==> src/rtl/nibble_deserializer.sv <==
// Serial-to-nibble capture with start-edge framing, overrun detection and a timed HOLD window.
// All signals are multiplexed onto the io_in/io_out byte ports.
module nibble_deserializer #(
   parameter int unsigned HOLD_CYCLES = 15
) (
   input  logic [7:0] io_in,
   output logic [7:0] io_out
);

   localparam logic [7:0] HoldLoad = 8'(HOLD_CYCLES);

   typedef enum logic [1:0] {StIdle, StShift, StHold} state_e;

   logic clk, rst_n, ser_data, ser_valid, start, mode, invert, hold_clear;
   assign clk        = io_in[0];
   assign rst_n      = io_in[1];
   assign ser_data   = io_in[2];
   assign ser_valid  = io_in[3];
   assign start      = io_in[4];
   assign mode       = io_in[5];
   assign invert     = io_in[6];
   assign hold_clear = io_in[7];

   state_e      state_q, state_d;
   logic [3:0]  sr_q, sr_d;
   logic [1:0]  cnt_q, cnt_d;
   logic        mode_q, mode_d;
   logic [3:0]  out_q, out_d;
   logic        par_q, par_d;
   logic        ovr_q, ovr_d;
   logic [7:0]  hold_q, hold_d;
   logic        start_q;
   logic        start_edge;
   logic [3:0]  sr_shift;

   assign start_edge = start & ~start_q;
   assign sr_shift   = mode_q ? {ser_data, sr_q[3:1]} : {sr_q[2:0], ser_data};

   always_comb begin
      state_d = state_q;
      sr_d    = sr_q;
      cnt_d   = cnt_q;
      mode_d  = mode_q;
      out_d   = out_q;
      par_d   = par_q;
      hold_d  = hold_q;
      ovr_d   = hold_clear ? 1'b0 : ovr_q;

      unique case (state_q)
         StIdle: begin
            if (start_edge) begin
               state_d = StShift;
               sr_d    = 4'd0;
               cnt_d   = 2'd0;
               mode_d  = mode;
            end
         end
         StShift: begin
            if (start_edge) begin
               // Restart the frame; any bit presented this cycle is dropped.
               ovr_d  = 1'b1;
               sr_d   = 4'd0;
               cnt_d  = 2'd0;
               mode_d = mode;
            end else if (ser_valid) begin
               sr_d  = sr_shift;
               cnt_d = cnt_q + 2'd1;
               if (cnt_q == 2'd3) begin
                  out_d   = sr_shift;
                  par_d   = ^sr_shift;
                  hold_d  = HoldLoad;
                  state_d = StHold;
               end
            end
         end
         StHold: begin
            if (start_edge) begin
               state_d = StShift;
               sr_d    = 4'd0;
               cnt_d   = 2'd0;
               mode_d  = mode;
            end else if (hold_clear) begin
               state_d = StIdle;
            end else if (hold_q <= 8'd1) begin
               state_d = StIdle;
            end else begin
               hold_d = hold_q - 8'd1;
            end
         end
         default: state_d = StIdle;
      endcase
   end

   always_ff @(posedge clk or negedge rst_n) begin
      if (!rst_n) begin
         state_q <= StIdle;
         sr_q    <= 4'd0;
         cnt_q   <= 2'd0;
         mode_q  <= 1'b0;
         out_q   <= 4'd0;
         par_q   <= 1'b0;
         ovr_q   <= 1'b0;
         hold_q  <= 8'd0;
         start_q <= 1'b0;
      end else begin
         state_q <= state_d;
         sr_q    <= sr_d;
         cnt_q   <= cnt_d;
         mode_q  <= mode_d;
         out_q   <= out_d;
         par_q   <= par_d;
         ovr_q   <= ovr_d;
         hold_q  <= hold_d;
         start_q <= start;
      end
   end

   assign io_out = {par_q, ovr_q, state_q == StHold, state_q == StShift,
                    out_q ^ {4{invert}}};

endmodule

==> config.mk <==
export PLATFORM = sky130hd
export DESIGN_NAME = nibble_deserializer
export DESIGN_NICKNAME = d
export VERILOG_FILES = /design/src/rtl/nibble_deserializer.sv
export SDC_FILE = /design/constraint.sdc
export NUM_CORES = 1
export LEC_CHECK = 0
export CELL_PAD_IN_SITES_DETAIL_PLACEMENT = 0
export CELL_PAD_IN_SITES_GLOBAL_PLACEMENT = 1
export CORE_MARGIN = 1.5
export CORE_UTILIZATION = 41
export CTS_CLUSTER_DIAMETER = 60
export CTS_CLUSTER_SIZE = 12
export DETAILED_ROUTE_END_ITERATION = 6
export GPL_TIMING_DRIVEN = 0
export HOLD_SLACK_MARGIN = 0.12
export PLACE_DENSITY = 0.85
export SLEW_MARGIN = 15
export SYNTH_ARGS = -nofsm -noshare
export SYNTH_HDL_FRONTEND = slang
export SYNTH_SLANG_ARGS = --single-unit
export TNS_END_PERCENT = 100
==> constraint.sdc <==
create_clock -name io_in -period 2.85 [get_ports io_in]
set_clock_uncertainty 0.2 [all_clocks]
set_input_delay 0.57 -clock io_in [delete_from_list [all_inputs] [get_ports io_in]]
set_output_delay 0.57 -clock io_in [all_outputs]
set_load 0.01 [all_outputs]
==> metrics list <==
- Internal Pwr Total: 1.944 mW
- On the final layout, the worst hold slack is -0.5404 ns.
- For the worst setup path, the data required time is a little under 3 ns.
* Vias per Instance: a little over 6
* Post-synthesis area per instance: around 9.9 um^2
- Maximum number of pins on one net before global-route repair: 15
- The detail route stage leaves a number of antenna-violating nets equal to 0.
- Slowest cell on the critical path: sky130_fd_sc_hd__o21a_1
- Path class of the lowest-slack min-delay path: clk -> async
- Clock tree from TritonCTS: yes
- The first routing iteration left approximately 210 violations.
- Headroom to the max-slew limit: 45.74%
- Via count: roughly 1,500
* Area growth from synthesis to layout: 59.15%
* Share of the core filled with cells: 70.21%
* Worst-path cell chain: clkbuf_4 > clkbuf_4 > nand2_2 > clkbuf_4 > nor3_2 > clkbuf_4 > clkbuf_4 > a21o_1 > clkbuf_4 > clkbuf_4 > o21a_1
- The tool flagged a number of max-cap violations equal to 0.
* Transition time at the pin with the least slew margin: slightly above 0.8 ns
- Flip-flop and latch area: approximately 600 um^2
* Total of flip-flops plus latches after synthesis: 24
- Worst Path Arrival: 2.82 ns
- The first global-routing pass estimated roughly 8600 um of wire.
* Warning count from the yosys run: 0
- Final net count: 202
* Crit path largest cell delay: 0.18 ns
* Overflow left after global routing: 0
- Static leakage: 0.9486 nW
- Reg2Reg Depth: 9
- Antenna violations before repair: 0
* Number of buffer and inverter instances along the worst setup path: 7
- Initial Util: roughly 44%
- In this run the number of cells on the critical path is 11.
- Total track usage: 35.63%
- STA classifies the critical path startpoint as a clock port.
- Boundary Pins: 16
* Number of global-route vias before repair: 2,141
- The floorplan step set the die width to 57.94 um.
- Across the VDD grid, the largest voltage drop is 1.285 mV.
* Largest fanout on the critical path: 2
- Counting every net in the synthesized netlist gives 136.
- After detailed routing, the average wire length per cell comes to 19.19 um.
- The completed layout was analyzed and its total power is 3.300 mW.
* Power per unit of standard cell area: 1676 mW/mm^2
- Post-route DRC: 4
- Summed over all layers, the routed wires come to 4549 um.
- In the final layout, the share of cells above drive strength 1 is 42.72%.
- After synthesis, flip-flops and latches occupy about half of the total area.
- Summed over all failing endpoints, the final setup total negative slack is 0 ns.
- Setup repair after global routing missed its margin: false
* Layout fillers: between 150 and 200
* GP Congestion: 0.7837
* Sequential fraction of design power: a little under an eighth
* Clk pwr share: 88.6%
* HPWL after detailed placement: 1684 um
* Most frequent cell on the critical path: sky130_fd_sc_hd__clkbuf_4
- Share of power burned in combinational logic: 0%
* Setup-failing EPs final: 0
- In this run the power spent charging and discharging nets is 1.356 mW.
- The synthesized netlist occupies a cell area of 0.001237 mm^2.
- Floorplan die area: about 0.0034 mm^2
* Critical path capture point type: flip-flop
- Category of cells accounting for the largest share of critical-path delay: buffers and inverters
* Post-placement worst setup slack: 0.0003022 ns
- The critical path is of the clk -> reg type.
- The final max-slew violation count is 0.
- Number of standard cells after synthesis: 125
* Antenna diode instance count: 0
* Instance count after placement with tap cells included: around 160
- Clock latency of the later-clocked register in the worst-skew pair: 0.33 ns
- Area of combinational cells with multiple inputs: 634.4 um^2
* Count of unique library cells instantiated by Yosys: 36
- After clock tree synthesis, the clock-pin slew on the worst setup and hold paths is 0.16 ns.
- Failing checks: DRC, hold timing
* Die height: 57.94 um
- Core footprint: 0.002805 mm^2
- Once routing completed, OpenROAD measured the worst setup slack at between 0.06 and 0.07 ns.
- The first detailed-routing pass took 7 iterations.
- After floorplanning, the core was divided into 19 placement rows.
- Number of hold violations in the final report: 27
- Cell Count, Final, Fillers Out: roughly 240
- Net switching is 41.08% of the power.
- The flow ran to the end, but the final reports show violations.
- The count of buffers added on input and output ports is 8.
- In this run, post-CTS hold repair placed 0 buffers.
-- sequential cells by signal, indices dropped and copies added, names as in the netlist, 2 cells and up --
register  count
cnt_q         2
hold_q        8
out_q         4
sr_q          4
state_q       2
-- power groups by stage --
stage	Clock [mW]	Combinational, mW	Sequential, mW
final	2.92	0.000000112	0.376
after global routing	3.23	0.000000112	0.376
after CTS	2.95	0.000000112	0.376
after detailed placement	0.714	0.000000112	0.388
after global placement	0.714	0.000000112	0.388
after floorplan	0.606	0.0000000980	0.388
-- worst reg2reg max path: cells and delay by family (launching register included) --
family,cells,cell delay (ns)
adder cells (fa/ha/maj),1,0.25
AND/OR/NAND/NOR,2,0.57
flip-flops,1,0.48
AO/OA/AOI/OAI,2,0.36
buffers and inverters,4,0.52
-- metal layers --
layer  share of wire (%)  global-route usage (%)
met3                  13                   43.30
met2                  44                   30.19
met5                   0                   15.87
met4                 8.6                   57.48
met1                  34                   27.76
-- per-stage QoR --
step,hold WS (ns),instance area (um^2)
after floorplan,-0.4956,1237
after CTS,-0.5275,1979
final,-0.5404,1969
after global placement,-0.4956,1356
after global routing,-0.5409,1969
after detailed placement,-0.4956,1356
-- synth_stat cells (all sizes together) --
library cell  count  area share [%]
nor2              4             1.2
ha                3             3.0
and2              1            0.51
nor2b             1            0.51
xor2              5             3.5
mux2i             9             7.3
clkbuf            3            0.91
a21oi             4             1.6
or3               4             2.5
a21o              1            0.61
a311oi            1            0.71
nand3             3             1.2
nor3              5             2.4
inv               6             1.8
nand4             1            0.51
o22ai             1            0.51
nand2b            4             2.0
nand4b            1            0.71
nand2            17             5.2
nor4              1            0.51
o21a              1            0.61
dfrtp            24              49
mux2              1            0.91
buf               4             2.7
and3              1            0.61
a31oi             1            0.51
o41ai             1            0.71
o21ai            13             5.3
xnor2             2             1.4
or4               1            0.91
or2               1            0.51
-- worst paths after layout --
path	slack (ns)	start	endpoint
max	0.07	io_in[3]	hold_q[0]
min	-0.54	io_in[1]	hold_q[0]
max reg2reg	0.38	hold_q[1]	hold_q[0]
min reg2reg	0.31	hold_q[4]	hold_q[4]
max in group asynchronous	2.81	io_in[1]	par_q
min in group io_in	-0.39	io_in[5]	mode_q
-- placed cells by master (no fill, tap or decap), types with 2 or more instances in the layout --
master	instances
sky130_fd_sc_hd__clkbuf_4	49
sky130_fd_sc_hd__nor3_2	2
sky130_fd_sc_hd__clkbuf_1	10
sky130_fd_sc_hd__inv_1	6
sky130_fd_sc_hd__ha_1	3
sky130_fd_sc_hd__o21ai_1	3
sky130_fd_sc_hd__dfrtp_1	24
sky130_fd_sc_hd__xnor2_1	2
sky130_fd_sc_hd__nor3_1	2
sky130_fd_sc_hd__clkinv_1	2
sky130_fd_sc_hd__buf_4	7
sky130_fd_sc_hd__nand2_2	2
sky130_fd_sc_hd__o21ai_0	9
sky130_fd_sc_hd__clkbuf_2	3
sky130_fd_sc_hd__mux2i_1	9
sky130_fd_sc_hd__a21oi_1	4
sky130_fd_sc_hd__or3_4	3
sky130_fd_sc_hd__nand3_1	3
sky130_fd_sc_hd__clkbuf_8	4
sky130_fd_sc_hd__nor2_1	4
sky130_fd_sc_hd__nand2_1	15
sky130_fd_sc_hd__clkdlybuf4s50_1	4
sky130_fd_sc_hd__buf_2	2
sky130_fd_sc_hd__nand2b_1	4
sky130_fd_sc_hd__xor2_1	5
sky130_fd_sc_hd__buf_6	2
-- cell type report --
cell class | instances | area share [%]
Clock buffer | 71 | 26.30
Clock inverter | 7 | 3.685
Multi-Input combinational cell | 88 | 32.21
Tap cell | 31 | 1.970
Timing Repair Buffer | 4 | 2.033
Buffer | 6 | 2.160
Sequential cell | 24 | 30.50
Inverter | 6 | 1.144
-- cell families after synthesis --
| logic type | share of synthesized area, % |
|---|---|
| simple gates | 19.31 |
| flops | 48.53 |
| compound gates | 10.52 |
| buf+inv | 5.460 |
| mux | 8.190 |
| xor+xnor | 4.955 |
| fa+ha+maj | 3.034 |
-- repair_timing --
| action | CTS | global route |
|---|---|---|
| buffers inserted | 3 | 1 |
| hold endpoints to repair | 0 | 0 |
| gates resized for setup | 28 | 9 |
| pin swaps | 5 | 2 |
| setup endpoints to repair | 16 | 12 |
(Power assumes the default switching activity.)
